`config.mk`:
```
export PLATFORM = sky130hd
export DESIGN_NAME = inst_stream_encoder
export DESIGN_NICKNAME = d
export VERILOG_FILES = /design/src/rtl/inst_stream_encoder.sv
export SDC_FILE = /design/constraint.sdc
export NUM_CORES = 1
export LEC_CHECK = 0
export CAP_MARGIN = 20
export CORE_MARGIN = 5
export CORE_UTILIZATION = 23
export CTS_BUF_LIST = sky130_fd_sc_hd__clkbuf_4 sky130_fd_sc_hd__clkbuf_8
export CTS_CLUSTER_DIAMETER = 30
export DETAILED_ROUTE_END_ITERATION = 10
export SLEW_MARGIN = 25
export SYNTH_ARGS = -nofsm -noshare
export SYNTH_HDL_FRONTEND = slang
export SYNTH_SLANG_ARGS = --single-unit
```
`constraint.sdc`:
```
create_clock -name clk -period 2.7 [get_ports clk]
set_input_delay 0.675 -clock clk [delete_from_list [all_inputs] [get_ports clk]]
set_output_delay 0.675 -clock clk [all_outputs]
set_load 0.02 [all_outputs]
```
`src/rtl/inst_stream_encoder.sv`:
```
// RV32I request -> instruction word encoder that streams words into IMEM through a small FIFO.
// Optional XOR checksum of written words is built only when INST_ENC_CHECKSUM_EN is defined.
module inst_stream_encoder #(
  parameter int unsigned FIFO_DEPTH = 4,
  parameter int unsigned IMEM_AW    = 14,
  parameter int unsigned BASE_ADDR  = 0
) (
  input  logic               clk,
  input  logic               rst_n,
  input  logic               start,
  input  logic               finish,
  input  logic               req_valid,
  output logic               req_ready,
  input  logic [3:0]         req_cls,
  input  logic [2:0]         req_func3,
  input  logic               req_alt,
  input  logic [4:0]         req_rd,
  input  logic [4:0]         req_rs1,
  input  logic [4:0]         req_rs2,
  input  logic [31:0]        req_imm,
  input  logic               imem_ready,
  output logic [3:0]         imem_we,
  output logic [IMEM_AW-1:0] imem_addr,
  output logic [31:0]        imem_din,
  output logic               busy,
  output logic               done,
  output logic               err,
  output logic [IMEM_AW:0]   wr_count,
  output logic [31:0]        checksum
);
  localparam int PW = (FIFO_DEPTH > 1) ? $clog2(FIFO_DEPTH) : 1;
  localparam logic [IMEM_AW-1:0] BASE   = IMEM_AW'(BASE_ADDR);
  localparam logic [IMEM_AW:0]   WC_MAX = '1;
  localparam logic [PW:0]        FULL_N = (PW+1)'(FIFO_DEPTH);

  localparam logic [6:0] OP_R     = 7'b0110011;
  localparam logic [6:0] OP_I     = 7'b0010011;
  localparam logic [6:0] OP_LOAD  = 7'b0000011;
  localparam logic [6:0] OP_STORE = 7'b0100011;
  localparam logic [6:0] OP_BR    = 7'b1100011;
  localparam logic [6:0] OP_LUI   = 7'b0110111;
  localparam logic [6:0] OP_AUIPC = 7'b0010111;
  localparam logic [6:0] OP_JAL   = 7'b1101111;
  localparam logic [6:0] OP_JALR  = 7'b1100111;

  typedef enum logic [1:0] {S_IDLE, S_RUN, S_DRAIN} state_t;

  typedef struct packed {
    logic [3:0]  cls;
    logic [2:0]  f3;
    logic        alt;
    logic [4:0]  rd;
    logic [4:0]  rs1;
    logic [4:0]  rs2;
    logic [31:0] imm;
  } req_t;

  state_t            state_q, state_d;
  logic              done_q, done_d;
  logic [31:0]       fifo_q [FIFO_DEPTH];
  logic [PW-1:0]     wptr_q, rptr_q;
  logic [PW:0]       cnt_q;
  logic [IMEM_AW-1:0] nxt_addr_q, addr_q;
  logic              we_q;
  logic [31:0]       din_q;
  logic [IMEM_AW:0]  wrc_q;
  logic              err_q;

  req_t        rq;
  logic [31:0] enc_word;
  logic        enc_ill;
  logic [6:0]  f7_alt;
  logic        full, empty, accept, push, pop;

  assign rq = '{cls: req_cls, f3: req_func3, alt: req_alt, rd: req_rd,
                rs1: req_rs1, rs2: req_rs2, imm: req_imm};

  always_comb begin
    enc_word = '0;
    enc_ill  = 1'b0;
    f7_alt   = rq.alt ? 7'b0100000 : 7'b0000000;
    case (rq.cls)
      4'd0: begin
        enc_ill  = rq.alt && !(rq.f3 == 3'b000 || rq.f3 == 3'b101);
        enc_word = {f7_alt, rq.rs2, rq.rs1, rq.f3, rq.rd, OP_R};
      end
      4'd1: begin
        enc_ill = rq.alt && (rq.f3 != 3'b101);
        // shifts carry a 5-bit shamt plus funct7; everything else a 12-bit immediate
        if (rq.f3 == 3'b001 || rq.f3 == 3'b101)
          enc_word = {f7_alt, rq.imm[4:0], rq.rs1, rq.f3, rq.rd, OP_I};
        else
          enc_word = {rq.imm[11:0], rq.rs1, rq.f3, rq.rd, OP_I};
      end
      4'd2: begin
        enc_ill  = (rq.f3 == 3'b011) || (rq.f3 == 3'b110) || (rq.f3 == 3'b111);
        enc_word = {rq.imm[11:0], rq.rs1, rq.f3, rq.rd, OP_LOAD};
      end
      4'd3: begin
        enc_ill  = (rq.f3 > 3'b010);
        enc_word = {rq.imm[11:5], rq.rs2, rq.rs1, rq.f3, rq.imm[4:0], OP_STORE};
      end
      4'd4: begin
        enc_ill  = (rq.f3 == 3'b010) || (rq.f3 == 3'b011);
        enc_word = {rq.imm[12], rq.imm[10:5], rq.rs2, rq.rs1, rq.f3,
                    rq.imm[4:1], rq.imm[11], OP_BR};
      end
      4'd5: enc_word = {rq.imm[31:12], rq.rd, OP_LUI};
      4'd6: enc_word = {rq.imm[31:12], rq.rd, OP_AUIPC};
      4'd7: enc_word = {rq.imm[20], rq.imm[10:1], rq.imm[11], rq.imm[19:12], rq.rd, OP_JAL};
      4'd8: enc_word = {rq.imm[11:0], rq.rs1, 3'b000, rq.rd, OP_JALR};
      default: enc_ill = 1'b1;
    endcase
  end

  assign full   = (cnt_q == FULL_N);
  assign empty  = (cnt_q == '0);
  assign accept = req_valid && req_ready;
  assign push   = accept && !enc_ill;
  assign pop    = !empty && imem_ready && !start;

  always_comb begin
    state_d   = state_q;
    done_d    = 1'b0;
    req_ready = 1'b0;
    case (state_q)
      S_IDLE: if (start) state_d = S_RUN;
      S_RUN: begin
        req_ready = !full && !start;
        if (!start && finish) state_d = S_DRAIN;
      end
      S_DRAIN: begin
        if (start) state_d = S_RUN;
        else if (empty && !we_q) begin
          state_d = S_IDLE;
          done_d  = 1'b1;
        end
      end
      default: state_d = S_IDLE;
    endcase
  end

  always_ff @(posedge clk or negedge rst_n) begin
    if (!rst_n) begin
      state_q <= S_IDLE;
      done_q  <= 1'b0;
    end else begin
      state_q <= state_d;
      done_q  <= done_d;
    end
  end

  always_ff @(posedge clk) begin
    if (push) fifo_q[wptr_q] <= enc_word;
  end

  always_ff @(posedge clk or negedge rst_n) begin
    if (!rst_n) begin
      wptr_q <= '0;
      rptr_q <= '0;
      cnt_q  <= '0;
    end else if (start) begin
      wptr_q <= '0;
      rptr_q <= '0;
      cnt_q  <= '0;
    end else begin
      if (push) wptr_q <= wptr_q + 1'b1;
      if (pop)  rptr_q <= rptr_q + 1'b1;
      case ({push, pop})
        2'b10:   cnt_q <= cnt_q + 1'b1;
        2'b01:   cnt_q <= cnt_q - 1'b1;
        default: cnt_q <= cnt_q;
      endcase
    end
  end

  // The word popped this cycle is presented on the registered write port next cycle.
  always_ff @(posedge clk or negedge rst_n) begin
    if (!rst_n) begin
      we_q       <= 1'b0;
      addr_q     <= '0;
      din_q      <= '0;
      nxt_addr_q <= BASE;
      wrc_q      <= '0;
      err_q      <= 1'b0;
    end else begin
      we_q <= pop;
      if (pop) begin
        addr_q     <= nxt_addr_q;
        din_q      <= fifo_q[rptr_q];
        nxt_addr_q <= nxt_addr_q + 1'b1;
        if (wrc_q != WC_MAX) wrc_q <= wrc_q + 1'b1;
      end
      if (start) begin
        nxt_addr_q <= BASE;
        wrc_q      <= '0;
        err_q      <= 1'b0;
      end else if (accept && enc_ill) begin
        err_q <= 1'b1;
      end
    end
  end

`ifdef INST_ENC_CHECKSUM_EN
  logic [31:0] csum_q;
  always_ff @(posedge clk or negedge rst_n) begin
    if (!rst_n)     csum_q <= '0;
    else if (start) csum_q <= '0;
    else if (we_q)  csum_q <= csum_q ^ din_q;
  end
  assign checksum = csum_q;
`else
  assign checksum = '0;
`endif

  assign imem_we   = {4{we_q}};
  assign imem_addr = addr_q;
  assign imem_din  = din_q;
  assign busy      = (state_q != S_IDLE);
  assign done      = done_q;
  assign err       = err_q;
  assign wr_count  = wrc_q;

endmodule

```
==> run summary, run 1 <==
Worst Path Class, Setup - primary input to register
Leak - 4.79 nW
placed cell area - 11600 µm²
FMAX - 376 MHz
commonest non-fill, non-tap cells in the layout - edfxtp_1, clkdlybuf4s50_1, dfrtp_1
Die H - 212 µm
Slew Limit Fails - 0
DRT iter0 DRCs - 282
boundary pin count - 162
Worst Hold Class - primary input to async pin
CP Max Fanout - 4
Syn Std Cell Area - 9350 µm²
Seq. cell area - 5880 µm²
met1 usage - 12.1%
area of the multi-input gates - 3210 µm²
Max VDD drop - 0.307 mV
met2 Usage GRT - 17.9%
DRT Wirelength - 23.6 mm
number of vias per cell - 4.23
# Max-Cap Violations - 0
clock buffer depth - 3
share of layout cells above drive strength 1 - 28.2%
crit path time final - 2.66 ns
Slew HR - 44.8%
Final WS setup - 0.0417 ns
H-tree depth - 2
Worst setup EP type - register
Routed Antenna Nets - 0
pin count of the biggest net entering global routing - 87
Avg Synthesized Cell Area - 14.4 µm²
core area - 40000 µm²
RR Endpoint - cnt_q[2]
met3 Resource Use GR - 2.67%
Setup-failing EPs final - 0
CTS sink cnt - 210
Total GRT Usage - 10.3%
Worst R2R Start - state_q[1]
drt first pass iters - 5
post-synthesis cell count - 648
ys async rst share - 41.0%
R2R Setup Slk - 0.16 ns
routed via count - 6013
Top Usage Layer GRT - met2
crit path DAT - 3.06 ns
wire per inst - 16.6 µm
Die Width - 212 µm
Yosys reg bits - 210
Least-Margin Pin Slew - 0.820 ns
CTS Hold Bufs - 0
status - finished, final reports clean
row count - 73
number of global-route vias before repair - 6341
Post-synth EDFFs - 124
final hold violation count - 0
Layout Nets - 928
Layout area overhead - 36.1%
Worst-Skew Late Latency - 0.56 ns
worst slack at placement - -0.626 ns
Initial Util - 23.4%
design area - 12700 µm²
first-pass GRT wire length - 36.3 mm
clock-pin slew on the worst setup and hold paths - 0.05 ns
clk_skew - 0.0332 ns
Port Buffer Count - 129
Yosys cell types - 57
GP Congestion - 0.809
Total Die Area - 44800 µm²
commonest non-fill, non-tap cell in the layout - edfxtp_1
number of fill cells - 3976
drc violations - 0
CTS Buf Count - 45
CP startpoint - req_func3[2]
Synth Warn # - 0
CP max stage delay - 0.51 ns
critical-path cell list - clkdlybuf4s50_1 -> nor3_2 -> a221oi_4 -> and4bb_4 -> nor3_4 -> fa_2 -> and2_1 -> mux2i_1 -> mux2_1
P per Cell Area - 781 nW/µm²
Seq/Total Area, Yosys - 62.9%
final critical-path share of the clock period - 98.5%
post-DP HPWL - 16.3 mm
gr ovfl total - 0
CP Data Required Time - 3.10 ns
CTS tree - done
cells on worst reg2reg path - 9
CP max-delay cell - clkdlybuf4s50_1
initial antenna violation count - 1
clock root cell - clkbuf_8
startpoint types - primary input
main flop type after synthesis - edfxtp_1
==> report_power, final <==
| part | total (W) | switching [W] | internal (W) |
|---|---|---|---|
| sequential | 0.00394 | 0.000195 | 0.00374 |
| clock | 0.00369 | 0.00149 | 0.00219 |
| combinational | 0.00231 | 0.00114 | 0.00117 |
| total | 0.00993 | 0.00283 | 0.00710 |
==> synthesized netlist by cell type (all sizes together) (5+ instances only) <==
master	count	share of area, %
a211oi	6	0.48
a21oi	29	1.6
a221oi	5	0.54
a22o	12	1.1
a22oi	5	0.40
and2	6	0.40
buf	48	3.6
clkbuf	17	0.68
dfrtp	86	23
edfxtp	124	40
ha	6	0.80
inv	17	0.68
mux2	47	5.7
mux2i	14	1.5
mux4	31	7.5
nand2	23	0.92
nand2b	8	0.54
nand3	14	0.75
nor2	39	1.6
nor2b	7	0.47
nor3	11	0.59
o21ai	24	1.3
or3	8	0.54
xnor2	14	1.3
xor2	5	0.47
==> routing by layer <==
metal / wire length [µm] / vias up
met5: 0 / -
li1: - / 2812
met4: 682 / 0
met1: 9580 / 3024
met3: 1300 / 42
met2: 12000 / 135
==> cells by family (layout without fill, tap and decap cells) <==
logic type | count (synthesis) | count (layout) | synth area share [%]
DFF | 210 | 210 | 62.9
xor gates and xnor gates | 19 | 19 | 1.78
and+or+nand+nor | 135 | 135 | 7.38
muxes | 92 | 92 | 14.6
AOI/OAI and AO/OA | 102 | 102 | 7.32
adders and majority gates | 7 | 7 | 1.02
other | 1 | 33 | 0.0401
buffers and inverters | 82 | 299 | 4.98
==> registers in the layout, indices dropped and copies added (netlist names) <==
| name | flops |
|---|---|
| we_q | 1 |
| imem_addr | 14 |
| state_q | 2 |
| wptr_q | 2 |
| wr_count | 15 |
| cnt_q | 3 |
| imem_din | 31 |
| rptr_q | 2 |
| done | 1 |
| nxt_addr_q | 14 |
| fifo_q | 124 |
| err | 1 |
==> critical path, delay by kind of cell <==
family                     cells  cell delay (ns)
AOI/OAI and AO/OA              1             0.10
buffers and inverters          1             0.51
muxes                          2             0.50
and+or+nand+nor                4             0.89
adders and majority gates      1             0.39
==> how the worst max path moves through the flow <==
stage | endpoint | slack (ns) | cells after the start
final | cnt_q[2] | 0.04 | 9
after global routing | cnt_q[2] | -0.06 | 9
after CTS | cnt_q[2] | 0.04 | 10
after detailed placement | cnt_q[2] | -0.63 | 10
after global placement | cnt_q[2] | -0.61 | 10
after floorplan | cnt_q[2] | -0.12 | 10
==> stage by stage <==
step	total power (W)	hold slack [ns]	util [%]	std cells	setup TNS, ns
after floorplan	0.00521	0.379	-	679	-0.124
after global placement	0.00631	0.491	29.1	1338	-53.42
after detailed placement	0.00634	0.495	29.1	1338	-55.73
after CTS	0.0101	0.167	31.6	1421	0
after global routing	0.0104	0.190	31.8	1422	-0.0634
final	0.00993	0.171	31.8	1422	0
==> cell type report <==
type | count | area share (%)
diodes | 1 | 0.0197
clock buffers | 57 | 5.72
clock inverters | 26 | 2.08
inverters | 17 | 0.502
multi-input cells | 387 | 25.2
flip-flops and latches | 210 | 46.2
well taps | 525 | 5.16
repair buffers | 199 | 15.1
==> repair_timing <==
action                                  in CTS  in global routing
setup buffers                                0                  0
endpoints found under the setup margin       2                  1
cloned                                       0                  0
endpoints found under the hold margin        0                  0
resized for setup                            3                 19
pin swaps                                    0                  5
No activity file was read; power rests on OpenSTA's default activity.
==> inputs of run 2 (changes only) <==
Settings changed: CAP_MARGIN 20 to unset, SETUP_SLACK_MARGIN set to 0.15, SLEW_MARGIN 25 to unset.
==> run summary, run 2 (same netlist as run 1, synthesis figures left out) <==
cells on worst reg2reg path - 9
Layout Cells excl Fill - 1421
CTS tree - done
CTS sink cnt - 210
RSZ-0062 raised after global routing - false
Biggest register - fifo_q
Layout Nets - 930
core area - 40000 µm²
Slew Limit Fails - 0
max reg flops - 124
CP Max Fanout - 3
crit path time final - 2.49 ns
pin count of the biggest net entering global routing - 52
CP startpoint - req_func3[0]
CP max-delay cell - clkdlybuf4s50_1
Die H - 212 µm
routed via count - 6019
P per Cell Area - 782 nW/µm²
FMAX - 402 MHz
Port Buffer Count - 129
Slew HR - 44.5%
R2R Setup Slk - 0.26 ns
CTS Buf Count - 43
startpoint types - primary input
wire per inst - 16.5 µm
Total Die Area - 44800 µm²
gr ovfl total - 0
final setup TNS - 0 ns
post-DP HPWL - 16.6 mm
Max VDD drop - 0.320 mV
boundary pin count - 162
critical-path cell list - clkdlybuf4s50_1 -> nor2b_1 -> a221oi_2 -> and4bb_4 -> nor3_4 -> fa_2 -> and2_1 -> mux2i_1 -> mux2_1
placed cell area - 11600 µm²
Diodes inserted - 0
Routed Antenna Nets - 0
clk_skew - 0.0270 ns
design area - 12700 µm²
H-tree depth - 2
CP max stage delay - 0.52 ns
Worst-Skew Late Latency - 0.55 ns
commonest non-fill, non-tap cell in the layout - edfxtp_1
number of global-route vias before repair - 6357
Worst Setup EP - cnt_q[2]
drt first pass iters - 4
Leak - 4.82 nW
Setup-failing EPs final - 0
Total GRT Usage - 10.4%
initial antenna violation count - 0
Worst setup EP type - register
total power - 0.00994 W
Die Width - 212 µm
Layout area overhead - 36.0%
Worst Path Class, Setup - primary input to register
commonest non-fill, non-tap cells in the layout - edfxtp_1, clkdlybuf4s50_1, dfrtp_1
CP Data Required Time - 3.11 ns
final critical-path share of the clock period - 92.2%
final hold violation count - 0
DRT Wirelength - 23.4 mm
GP Congestion - 0.828
crit path DAT - 2.90 ns
first-pass GRT wire length - 36.8 mm
RR Endpoint - cnt_q[2]
Worst Hold Slack - 0.182 ns
# Max-Cap Violations - 0
clock-pin slew on the worst setup and hold paths - 0.05 ns
DRT iter0 DRCs - 224
Least-Margin Pin Slew - 0.824 ns
Worst R2R Start - cnt_q[0]
row count - 73
clock buffer depth - 3
Initial Util - 23.4%
Placed Cells - 1341
drc violations - 0
number of vias per cell - 4.24
share of layout cells above drive strength 1 - 28.1%
Worst Hold Class - primary input to async pin
status - finished, final reports clean
clock root cell - clkbuf_8
==> run 2: cell types whose count changed in the layout (fill, tap and decap cells not counted), sizes merged <==
cell and delta:
clkdlybuf4s50 -2, dlymetal6s2s +1, dlygate4sd2 +1, diode -1, clkinv -2, bufinv +2, inv +1, buf +4
clkbuf -3, clkinvlp -2
==> run 2: area by class of cell <==
cell class,instances,area [µm²]
Inverter,17,63.8
Sequential cell,210,5880
Clock inverter,25,305
Tap cell,525,657
Timing Repair Buffer,203,1930
Fill cell,4005,27300
Clock buffer,54,687
Multi-Input combinational cell,387,3190
==> run 2: metrics by stage <==
step                      utilization (%)  setup WS (ns)
final                                31.8          0.211
after global routing                 31.8          0.148
after CTS                            31.6         0.0156
after detailed placement             29.1         -0.594
after global placement               29.1         -0.603
after floorplan                         -         -0.124
==> run 2: worst max-delay path: cells and delay by family <==
family	cells	cell delay [ns]
muxes	2	0.48
buffers and inverters	1	0.52
and+or+nand+nor	4	0.76
AOI/OAI and AO/OA	1	0.09
adders and majority gates	1	0.37
==> run 2: worst min-delay path by stage <==
stage                   end  slack, ns
2_1_floorplan      cnt_q[0]       0.38
3_3_place_gp   imem_din[22]       0.49
3_5_place_dp   imem_din[27]       0.50
4_1_cts            cnt_q[0]       0.17
5_1_grt            cnt_q[0]       0.20
6_report       wr_count[14]       0.18
==> run 2: power by group <==
group / internal, W / leakage, nW / switching [W]
logic: 0.00116 / 2.04 / 0.00114
clock network: 0.00229 / 0.514 / 0.00143
registers: 0.00374 / 2.27 / 0.000179
total: 0.00719 / 4.82 / 0.00275
==> run 2: layer usage <==
layer / vias up / GRT usage [%] / wire length [µm]
met4: 0 / 3.78 / 608
li1: 2811 / - / -
met2: 132 / 18.1 / 12200
met5: - / 0 / 0
met1: 3036 / 12.4 / 9340
met3: 40 / 2.56 / 1250
==> run 2: timing repair <==
item	4_1_cts	5_1_grt
hold buffers	0	0
pin swaps	0	6
endpoints found under the setup margin	3	2
buffers inserted	0	1
resized for setup	3	18
==> inputs of run 3 (changes only) <==
Settings changed: CORE_ASPECT_RATIO set to 0.9, CORE_UTILIZATION 23 to 35.
==> run summary, run 3 (same netlist as run 1, synthesis figures left out) <==
H-tree depth - 2
clk_skew - 0.0192 ns
RSZ-0062 raised after global routing - true
CTS Hold Bufs - 0
Die H - 165 µm
Worst-Skew Late Latency - 0.53 ns
Worst Hold Slack - 0.0345 ns
commonest non-fill, non-tap cell in the layout - edfxtp_1
final hold violation count - 0
Diodes inserted - 0
CP Max Fanout - 2
Initial Util - 35.7%
CP Data Required Time - 3.11 ns
DRT iter0 DRCs - 301
Slew HR - 49.2%
number of vias per cell - 4.77
wire per inst - 17.2 µm
CTS Buf Count - 46
drt first pass iters - 4
FMAX - 397 MHz
GP Congestion - 0.799
row count - 56
cell family with most CP delay - simple AND/OR/NAND/NOR gates
CTS sink cnt - 210
CTS tree - done
Routed Antenna Nets - 0
crit path time final - 2.52 ns
Worst setup EP type - register
Leak - 4.74 nW
clock root cell - clkbuf_8
max reg flops - 124
initial antenna violation count - 2
Max VDD drop - 0.393 mV
P per Cell Area - 801 nW/µm²
first-pass GRT wire length - 33.4 mm
Port Buffer Count - 129
Layout Nets - 922
crit path DAT - 2.93 ns
Biggest register - fifo_q
CP bufs+invs - 1
boundary pin count - 162
Slew Limit Fails - 0
core area - 26200 µm²
final critical-path share of the clock period - 93.3%
Worst Hold Class - primary input to async pin
CP max stage delay - 0.42 ns
gr ovfl total - 0
# Max-Cap Violations - 0
Layout area overhead - 33.5%
startpoint types - primary input
total power - 0.0100 W
Worst Path Class, Setup - primary input to register
critical path depth in cells - 9
DRT Wirelength - 21.3 mm
Core Util, Final - 47.6%
Die Width - 182 µm
Total Die Area - 30100 µm²
cells on worst reg2reg path - 9
routed via count - 5892
clock buffer depth - 3
CP max-delay cell - clkdlybuf4s50_1
final setup TNS - 0 ns
Total GRT Usage - 14.1%
commonest non-fill, non-tap cells in the layout - edfxtp_1, clkdlybuf4s50_1, dfrtp_1
Least-Margin Pin Slew - 0.758 ns
number of global-route vias before repair - 5982
post-DP HPWL - 14.8 mm
critical-path cell list - clkdlybuf4s50_1 -> or3_1 -> o21ai_2 -> and4bb_4 -> nor3_4 -> fa_2 -> and2_1 -> mux2i_1 -> mux2_1
Setup-failing EPs final - 0
clock-pin slew on the worst setup and hold paths - 0.05 ns
drc violations - 0
share of layout cells above drive strength 1 - 26.9%
pin count of the biggest net entering global routing - 49
status - finished, final reports clean
==> run 3: changes by cell type in the layout (fill, tap and decap cells not counted), sizes merged <==
cell	previous run	this run
dlygate4sd2	2	8
clkbuf	54	53
bufinv	6	7
inv	21	18
clkinv	13	17
buf	76	65
dlymetal6s2s	7	1
clkinvlp	2	4
==> run 3: area by class of cell <==
cell class	count	area, µm²
Fill cell	2342	13700
Sequential cell	210	5880
Multi-Input combinational cell	387	3170
Timing Repair Buffer	192	1890
Clock buffer	53	711
Tap cell	348	435
Clock inverter	29	338
Inverter	17	63.8
==> run 3: where the power goes <==
group / internal (W) / switching, W / leakage, nW
Clock: 0.00244 / 0.00142 / 0.530
Sequential: 0.00374 / 0.000177 / 2.27
Combinational: 0.00114 / 0.00108 / 1.94
==> run 3: final timing paths <==
| path | start | end | slack (ns) |
|---|---|---|---|
| hold reg to reg | imem_din[16] | imem_din[16] | 0.50 |
| setup reg to reg | cnt_q[0] | cnt_q[2] | 0.31 |
| min in group clk | imem_din[16] | imem_din[16] | 0.50 |
| setup / recovery | req_cls[0] | cnt_q[2] | 0.18 |
| max in group asynchronous | rst_n | wr_count[14] | 2.02 |
| hold / removal | rst_n | imem_din[2] | 0.03 |
==> run 3: layer usage <==
layer	vias to the layer above	global-route usage, %	share of wire [%]
met1	2892	17.8	42
met3	42	3.68	5.9
met5	-	0	0.13
li1	2801	-	-
met4	4	4.50	2.1
met2	153	24.0	50
==> run 3: timing repair <==
item,CTS,global route
resized for setup,12,4
pin swaps,5,2
cloned,0,0
setup endpoints to repair,11,17
setup buffers,1,0
==> run 3: per-stage QoR <==
| step | area, µm² | setup slack (ns) | instances |
|---|---|---|---|
| after global routing | 12500 | 0.0916 | 1236 |
| final | 12500 | 0.180 | 1236 |
| after global placement | 11400 | -0.498 | 1153 |
| after detailed placement | 11400 | -0.500 | 1153 |
| after CTS | 12500 | 0.154 | 1236 |
| after floorplan | 9480 | -0.124 | 679 |
